**config.mk**
```make
export PLATFORM = sky130hd
export DESIGN_NAME = dffram_burst_reader
export DESIGN_NICKNAME = d
export VERILOG_FILES = /design/src/rtl/dffram_burst_reader_pkg.sv /design/src/rtl/dffram_rd_skid.sv /design/src/rtl/dffram_burst_reader.sv
export SDC_FILE = /design/constraint.sdc
export NUM_CORES = 1
export LEC_CHECK = 0
export CORE_ASPECT_RATIO = 0.8
export CORE_MARGIN = 3
export CORE_UTILIZATION = 51
export DETAILED_ROUTE_END_ITERATION = 6
export HOLD_SLACK_MARGIN = 0.05
export PLACE_DENSITY = 0.87
export SETUP_SLACK_MARGIN = 0.05
export SYNTH_ARGS = -nofsm -noshare
export SYNTH_HDL_FRONTEND = slang
export SYNTH_SLANG_ARGS = --single-unit
```
**constraint.sdc**
```tcl
create_clock -name CLK -period 3.8 [get_ports CLK]
set_input_delay 0.38 -clock CLK [delete_from_list [all_inputs] [get_ports CLK]]
set_output_delay 0.38 -clock CLK [all_outputs]
set_load 0.02 [all_outputs]
```
**src/rtl/dffram_burst_reader_pkg.sv**
```systemverilog
// Shared constants and FSM encoding for the DFFRAM burst reader.
// RAM geometry matches the 512x32 DFFRAM instance it reads from.
package dffram_burst_reader_pkg;

    localparam int A_WIDTH   = 9;
    localparam int D_WIDTH   = 32;
    localparam int LEN_WIDTH = 10;

    typedef enum logic [1:0] {
        ST_IDLE  = 2'b00,
        ST_ISSUE = 2'b01,
        ST_DRAIN = 2'b10,
        ST_DONE  = 2'b11
    } state_e;

endpackage

```
**src/rtl/dffram_rd_skid.sv**
```systemverilog
// Two-entry FIFO between the RAM read port and the output stream.
// Entry 0 is the head, so the outputs come straight from registers.
module dffram_rd_skid
    import dffram_burst_reader_pkg::*;
#(
    parameter int W = D_WIDTH + 1
)
(
    input  logic         CLK,
    input  logic         RST,
    input  logic         push,
    input  logic [W-1:0] din,
    input  logic         pop,
    output logic [W-1:0] head,
    output logic [1:0]   occ,
    output logic         full,
    output logic         empty
);

    logic [W-1:0] mem0_r;
    logic [W-1:0] mem1_r;
    logic [1:0]   occ_r;
    logic         do_pop_s;
    logic         do_push_s;

    assign do_pop_s  = pop && (occ_r != 2'd0);
    assign do_push_s = push && ((occ_r != 2'd2) || do_pop_s);

    // Storage and occupancy; simultaneous push and pop keeps the count.
    always_ff @(posedge CLK or posedge RST) begin
        if (RST) begin
            mem0_r <= {W{1'b0}};
            mem1_r <= {W{1'b0}};
            occ_r  <= 2'd0;
        end else begin
            case ({do_push_s, do_pop_s})
                2'b10: begin
                    if (occ_r == 2'd0) begin
                        mem0_r <= din;
                    end else begin
                        mem1_r <= din;
                    end
                    occ_r <= occ_r + 2'd1;
                end
                2'b01: begin
                    mem0_r <= mem1_r;
                    occ_r  <= occ_r - 2'd1;
                end
                2'b11: begin
                    if (occ_r == 2'd1) begin
                        mem0_r <= din;
                    end else begin
                        mem0_r <= mem1_r;
                        mem1_r <= din;
                    end
                end
                default: begin
                    occ_r <= occ_r;
                end
            endcase
        end
    end

    assign head  = mem0_r;
    assign occ   = occ_r;
    assign full  = (occ_r == 2'd2);
    assign empty = (occ_r == 2'd0);

endmodule

```
**src/rtl/dffram_burst_reader.sv**
```systemverilog
// Drains a burst of words from DFFRAM port 0 onto a valid/ready stream,
// throttling reads so the two-entry skid FIFO can never overflow.
module dffram_burst_reader
    import dffram_burst_reader_pkg::*;
(
    input  logic                 CLK,
    input  logic                 RST,
    input  logic                 start,
    input  logic [A_WIDTH-1:0]   base_addr,
    input  logic [LEN_WIDTH-1:0] len,
    output logic                 busy,
    output logic                 done,
    output logic                 ram_en,
    output logic [3:0]           ram_we,
    output logic [A_WIDTH-1:0]   ram_addr,
    input  logic [D_WIDTH-1:0]   ram_do,
    output logic                 m_valid,
    input  logic                 m_ready,
    output logic [D_WIDTH-1:0]   m_data,
    output logic                 m_last
);

    state_e                 state_r;
    state_e                 state_s;
    logic [LEN_WIDTH-1:0]   len_r;
    logic [LEN_WIDTH-1:0]   issue_cnt_r;
    logic [A_WIDTH-1:0]     addr_r;
    logic                   inflight_r;
    logic                   inflight_last_r;
    logic                   ram_en_s;
    logic                   pop_s;
    logic                   push_s;
    logic                   credit_s;
    logic                   final_issue_s;
    logic [D_WIDTH:0]       skid_head_s;
    logic [1:0]             skid_occ_s;
    logic                   skid_full_s;
    logic                   skid_empty_s;

    assign pop_s         = m_valid && m_ready;
    assign final_issue_s = (issue_cnt_r == (len_r - {{(LEN_WIDTH-1){1'b0}}, 1'b1}));
    // A read may issue only if its word has a FIFO slot when it lands next cycle.
    assign credit_s      = (({1'b0, skid_occ_s} + {2'b00, inflight_r}) < (3'd2 + {2'b00, pop_s}));
    assign push_s        = inflight_r && (!skid_full_s || pop_s);

    // Next-state and read-issue decode.
    always_comb begin
        state_s  = state_r;
        ram_en_s = 1'b0;
        case (state_r)
            ST_IDLE: begin
                if (start) begin
                    state_s = (len == {LEN_WIDTH{1'b0}}) ? ST_DONE : ST_ISSUE;
                end else begin
                    state_s = ST_IDLE;
                end
            end
            ST_ISSUE: begin
                if (credit_s) begin
                    ram_en_s = 1'b1;
                    state_s  = final_issue_s ? ST_DRAIN : ST_ISSUE;
                end else begin
                    state_s = ST_ISSUE;
                end
            end
            ST_DRAIN: begin
                if (pop_s && m_last) begin
                    state_s = ST_DONE;
                end else begin
                    state_s = ST_DRAIN;
                end
            end
            ST_DONE: begin
                state_s = ST_IDLE;
            end
            default: begin
                state_s = ST_IDLE;
            end
        endcase
    end

    // FSM state register.
    always_ff @(posedge CLK or posedge RST) begin
        if (RST) begin
            state_r <= ST_IDLE;
        end else begin
            state_r <= state_s;
        end
    end

    // Burst parameters, issue/address counters and the in-flight read tag.
    always_ff @(posedge CLK or posedge RST) begin
        if (RST) begin
            len_r           <= {LEN_WIDTH{1'b0}};
            issue_cnt_r     <= {LEN_WIDTH{1'b0}};
            addr_r          <= {A_WIDTH{1'b0}};
            inflight_r      <= 1'b0;
            inflight_last_r <= 1'b0;
        end else begin
            if ((state_r == ST_IDLE) && start) begin
                len_r       <= len;
                issue_cnt_r <= {LEN_WIDTH{1'b0}};
                addr_r      <= base_addr;
            end else if (ram_en_s) begin
                issue_cnt_r <= issue_cnt_r + {{(LEN_WIDTH-1){1'b0}}, 1'b1};
                addr_r      <= addr_r + {{(A_WIDTH-1){1'b0}}, 1'b1};
            end else begin
                addr_r <= addr_r;
            end
            inflight_r      <= ram_en_s;
            inflight_last_r <= ram_en_s && final_issue_s;
        end
    end

    dffram_rd_skid #(
        .W (D_WIDTH + 1)
    ) u_skid (
        .CLK   (CLK),
        .RST   (RST),
        .push  (push_s),
        .din   ({inflight_last_r, ram_do}),
        .pop   (pop_s),
        .head  (skid_head_s),
        .occ   (skid_occ_s),
        .full  (skid_full_s),
        .empty (skid_empty_s)
    );

    assign busy     = (state_r != ST_IDLE);
    assign done     = (state_r == ST_DONE);
    assign ram_en   = ram_en_s;
    assign ram_we   = 4'b0000;
    assign ram_addr = addr_r;
    assign m_valid  = !skid_empty_s;
    assign m_data   = skid_head_s[D_WIDTH-1:0];
    assign m_last   = skid_head_s[D_WIDTH];

endmodule

```
Word level (Yosys, flattened, before mapping)
Index checks and enable logic that the tools add are counted. W data, S select, Z words.

Register bits after elaboration: 101. Latch bits: 0. RAM bits: 0. Memory bits (read-only): 0. Input bits: 55. Output and inout bits: 50. Word-level logic and storage cells: 71. Memories: 0.

Add/sub/neg operators: 7. Multiply operators: 0. Divide/modulo/power cells: 0. Order comparisons: 1. Equality and inequality tests: 13. Shifts and indexed selects: 0. Muxes and demuxes: 19. Bitwise operators: 0. Reductions and logical operators: 22.

Operators with widths (number): $mux W33 (4); $pmux W33 S3 (1); $pmux W33 S2 (1); $mux W10 (2); $mux W9 (2); $add A10 B1 Y10 const B (1); $eq A10 B10 Y1 (1); $eq A2 B2 Y1 const B (5); $logic_not A10 Y1 (1); $reduce_bool A2 Y1 (5); $sub A10 B1 Y10 const B (1); $add A9 B1 Y9 const B (1); $mux W2 (4); $ne A2 B2 Y1 const B (4); $pmux W2 S4 (1); $logic_and A1 B1 Y1 (7); $eq A2 B1 Y1 const B (3); $logic_not A2 Y1 (2); $pmux W2 S2 (1); $add A2 B1 Y3 (1); $add A2 B1 Y3 const A (1); $lt A3 B3 Y1 (1); $mux W1 (3); $reduce_and A3 Y1 (1); other kinds (6) (8).

Longest topological paths before layout
Word-level depth: 9. Mapped depth: 13. Gate-level depth less buffers: 12.

Hierarchy
Synthesis repeated with hierarchy kept, for this count alone.

Cell total of the unflattened synthesis: 487. Area, all modules: 5111.2 µm².

By module, submodules not included: dffram_rd_skid (instances 1, cells each 283, area each 3168.0 µm², sequential area each 1701.6 µm²); dffram_burst_reader (instances 1, cells each 204, area each 1943.1 µm², sequential area each 825.8 µm²).

Worst setup path after synthesis
Ideal clock, no wire load.

Path kind: register to register. Start point: register u_skid.occ_r[0], in the netlist u_skid.occ[0]. End point: register u_skid.mem1_r[0]. Library setup time: 0.125 ns. Arrival: 2.447 ns. Required time: 3.675 ns. Path slack: 1.228 ns. Cell stages (with the launch flop): 14. Buffers on the path: 2. Clock period less this slack: 2.572 ns. Cells stage by stage: dfrtp_1 -> inv_1 -> ha_1 -> inv_1 -> nand2_1 -> nand2_1 -> nand2_1 -> inv_1 -> ha_1 -> nand2_1 -> o211a_1 -> clkbuf_1 -> clkbuf_1 -> mux2_2.

Longest elaborated chain between the ends: 9. Elaborated cells between the ends (all ways): 20. Classes of those cells: eq/ne: 7; mux: 1; reduce/logical: 12.

RTL lines: start, declared (RTL line dffram_rd_skid.sv:22) `logic [1:0] occ_r;`; start signal, assigned (RTL line dffram_rd_skid.sv:43) `occ_r <= occ_r + 2'd1;`; start signal, assigned (RTL line dffram_rd_skid.sv:47) `occ_r <= occ_r - 2'd1;`; start signal, assigned (RTL line dffram_rd_skid.sv:58) `occ_r <= occ_r;`; $logic_not A2 Y1 (*) (RTL line dffram_rd_skid.sv:67) `assign empty = (occ_r == 2'd0);`; $logic_not A1 Y1 (*) (RTL line dffram_burst_reader.sv:134) `assign m_valid = !skid_empty_s;`; named net m_valid (RTL line dffram_burst_reader.sv:17) `output logic m_valid,`; $logic_and A1 B1 Y1 (*) (RTL line dffram_burst_reader.sv:40) `assign pop_s = m_valid && m_ready;`; $logic_or A1 B1 Y1 or $logic_and A1 B1 Y1 (tied branches) (RTL line dffram_burst_reader.sv:44, dffram_rd_skid.sv:26); $logic_and A1 B1 Y1 or $logic_or A1 B1 Y1 (tied branches) (RTL line dffram_burst_reader.sv:44, dffram_rd_skid.sv:27); $logic_and A1 B1 Y1 (RTL line dffram_rd_skid.sv:27) `assign do_push_s = push && ((occ_r != 2'd2) || do_pop_s);`; $eq A2 B2 Y1 (RTL line dffram_rd_skid.sv:36) `case ({do_push_s, do_pop_s})`; $ne A2 B2 Y1 (no line) or $reduce_bool A2 Y1 (tied branches); $reduce_and A3 Y1 (no line); end signal, assigned (RTL line dffram_rd_skid.sv:33) `mem1_r <= {W{1'b0}};`; end signal, assigned (RTL line dffram_rd_skid.sv:41) `mem1_r <= din;`; end signal, assigned (RTL line dffram_rd_skid.sv:54) `mem1_r <= din;`; end, declared (RTL line dffram_rd_skid.sv:21) `logic [W-1:0] mem1_r;`.

Mark *: on every way through the listed nets, which the timed path passes. The rest lies on a longest branch. A chain may end at the register's enable or synchronous reset.

Final worst setup path
Start point: register u_skid.occ_r[0], in the netlist u_skid.occ[0]. End point: output ram_en.

Longest elaborated chain between the ends: 7. Elaborated cells between the ends (all ways): 8. Classes of those cells: add/sub: 2; order compare: 1; mux: 2; reduce/logical: 3.

RTL lines: $logic_not A2 Y1 (RTL line dffram_rd_skid.sv:67); $logic_not A1 Y1 (RTL line dffram_burst_reader.sv:134); $logic_and A1 B1 Y1 (RTL line dffram_burst_reader.sv:40); $add A2 B1 Y3 (RTL line dffram_burst_reader.sv:43) `assign credit_s = (({1'b0, skid_occ_s} + {2'b00, inflight_r}) < (3'd2 + {2'b00, pop_s}));`; $lt A3 B3 Y1 (*) (RTL line dffram_burst_reader.sv:43); $mux W1 (*) (RTL line dffram_burst_reader.sv:59) `if (credit_s) begin`; $mux W1 (*) (RTL line dffram_burst_reader.sv:50) `case (state_r)`; end, declared (RTL line dffram_burst_reader.sv:13) `output logic ram_en,`.

Mark *: on every way between the ends. The rest lies on a longest branch, timed or not.

==> results.yml <==
status:
  outcome: "finished, final reports clean"
logic_synthesis:
  synthMuxAreaShare: 0.0846
  async_reset_ff_frac: 1.00
  yosys.area_share.simple: 0.131
  syn-cell-area_mm2: 0.00475
  synth-xor-area-share: 0.0517
  synth_seq_cells: 101
  ys.flop_type: "dfrtp_1"
  synthAdderAreaFrac: 0.0290
  synth_top_cell_by_area: "dfrtp_1"
  syn_inst: 459
  synthDistinctLibCells: 38
  synth_top_family_by_area: "compound AO/OA/AOI/OAI gates"
  seq_area_frac_synth: 0.533
  syn_avg_cell_area_um2: 10.3
  ys_warn_count: 0
  synth_compound_area_frac: 0.132
  yosys.area.top_type_share: 0.533
  synth_edf_count: 0
  synth_area_leaders: "dfrtp_1 53%, mux2_2 7.8%, a22oi_1 5.2%"
placement:
  gp_congestion: 0.867
  port_buffers: 100
  hpwl_um: 7850
  place_inst: 652
cells_and_area:
  syn_to_final_growth_pct: 29.4
  finalNonFillerCells: 667
  fillers: 652
  drive_above_1_share: 0.112
  layout_commonest_cell: "dfrtp_1"
  diodes: 0
  final_cell_mix: "101 x dfrtp_1, 100 x clkdlybuf4s50_1, 54 x nand2_1"
  nets: 617
worst_setup_path:
  cp-end-kind: "primary output"
  crit_chain: "inv_1 > ha_1 > or3b_4 > a2111oi_4 > buf_4 > clkdlybuf4s50_1"
  slowest_stage: "clkdlybuf4s50_1"
  critPathArrivalTime_ns: 2.78
  cp_max_fo: 16
  crit_path_start_kind: "flip-flop"
  crit_type: "reg -> out"
  worstPathRequired_ns: 3.42
  critPathMaxStageDelay_ns: 0.64
  r2r_cells: 12
clocking:
  clock_latency_ns: 0.34
  cts_sinks: 101
  ctsHoldBuffers: 0
  clk_pin_slew_ns: 0.07
  clock_path_buffers: 2
  cts-resized-gates: 0
  cts_root_buffer: "clkbuf_16"
  numCtsBuffers: 9
  post_cts_buffers: 0
  cts_tree: "done"
  htreeDepth: 3
worst_hold_path:
  hold_class: "reg -> reg"
  hold_depth: 1
timing:
  fmax_mhz: 317
  rsz0062_at_grt: "false"
  fin_crit_sh: 0.830
  hold_viol_final: 0
  setup_viol: 0
  clock_skew_ns: 0.00761
  finalCriticalPeriod_ns: 3.16
  slew_viol_final: 0
  fin_setup_tns_ns: 0
  tightest_slew_ns: 0.714
  slew_headroom: 0.524
drt:
  detail-route-antenna-nets: 0
  wl_um: 11200
  drc: 0
  drt_iter0_markers: 212
  dr.pass1.iters: 4
  via_per_inst: 5.53
  post_drt_wl_per_cell_um: 16.9
  vias: 3688
global_route:
  gr-total-overflow: 0
  grt_pass1_wl_um: 18600
  grt_max_degree: 67
  grt_pass1_vias: 3781
  grtUsageTotal: 0.223
  antenna_found_initial: 0
die:
  dieArea_mm2: 0.0105
  die-height_um: 92.3
  ios: 105
  die_width_um: 114
  start_util: 0.543
  std_cell_rows: 30
  core_mm2: 0.00875
pwr:
  vdd_ir_drop_max_mv: 0.454
  p_leak_uw: 0.00260
  p_per_area_mw_per_mm2: 942
job:
  cap_violations: 0
[cell usage after synthesis (3+ instances only)]
| library cell | number |
|---|---|
| a21oi_1 | 38 |
| a22oi_1 | 33 |
| nand3_1 | 6 |
| nand4_1 | 6 |
| o21ai_0 | 14 |
| buf_1 | 4 |
| xnor2_1 | 16 |
| dfrtp_1 | 101 |
| mux2i_1 | 3 |
| ha_1 | 11 |
| nand2b_1 | 3 |
| buf_4 | 5 |
| nand2_1 | 54 |
| nor2_1 | 52 |
| inv_1 | 14 |
| clkbuf_1 | 20 |
| nor3_1 | 6 |
| xor2_1 | 12 |
| a211oi_1 | 3 |
| mux2_2 | 33 |
[critical path: cells and delay by family (launching register included)]
kind | cells | cell delay (ns)
adder cells (fa/ha/maj) | 1 | 0.25
buffers and inverters | 3 | 1.02
AND/OR/NAND/NOR | 1 | 0.40
flip-flops | 1 | 0.43
AO/OA/AOI/OAI | 1 | 0.34
[per-layer routing]
| layer | global-route usage | vias up | wire, µm |
|---|---|---|---|
| met5 | 0 | - | 0 |
| met4 | 0.0781 | 0 | 211 |
| met3 | 0.0534 | 18 | 523 |
| met2 | 0.369 | 99 | 5660 |
| met1 | 0.287 | 1803 | 4850 |
| li1 | - | 1768 | - |
[sequential cells by signal, summed over array words and instances (netlist names)]
register         cells
u_skid.head         33
u_skid.mem1_r       33
issue_cnt_r         10
len_r               10
ram_addr             9
state_r              2
u_skid.occ           2
inflight_last_r      1
inflight_r           1
[metrics by stage]
step	hold slack [ns]	worst slack, ns	power, µW	utilization	area [µm²]
final	0.484	0.645	5790	0.702	6140
after detailed placement	0.472	0.886	4880	0.668	5840
after global placement	0.466	0.929	4740	0.668	5840
after floorplan	0.465	0.773	3850	-	4760
after CTS	0.482	0.639	5830	0.702	6140
after global routing	0.516	0.552	6170	0.702	6140
[power by group]
part	leakage [µW]	switching, µW	internal [µW]
clock	0.000143	380	529
combinational	0.00125	1520	1360
sequential	0.00121	390	1610
total	0.00260	2290	3500
[cell families after synthesis]
| group | after synthesis |
|---|---|
| buffers and inverters | 44 |
| flip-flops | 101 |
| XOR/XNOR | 28 |
| AO/OA/AOI/OAI | 97 |
| multiplexers | 36 |
| other | 1 |
| adder cells (fa/ha/maj) | 11 |
| AND/OR/NAND/NOR | 141 |
[layout make-up]
class / instances / area, µm² / share of cell area
Clock buffer: 11 / 243 / 0.0395
Clock inverter: 4 / 55.1 / 0.00897
Inverter: 14 / 55.1 / 0.00897
Multi-Input combinational cell: 317 / 2060 / 0.335
Sequential cell: 101 / 2530 / 0.412
Tap cell: 112 / 140 / 0.0228
Timing Repair Buffer: 108 / 1060 / 0.173
[final timing paths]
kind | startpoint | to | slack [ns]
max | u_skid.occ[0] | ram_en | 0.64
min | ram_addr[8] | ram_addr[8] | 0.48
max reg2reg | u_skid.occ[0] | u_skid.mem1_r[14] | 1.10
min reg2reg | ram_addr[8] | ram_addr[8] | 0.48
max in group asynchronous | RST | u_skid.mem1_r[29] | 2.49
min in group asynchronous | RST | u_skid.mem1_r[1] | 0.50
No activity file was read; power rests on OpenSTA's default activity.
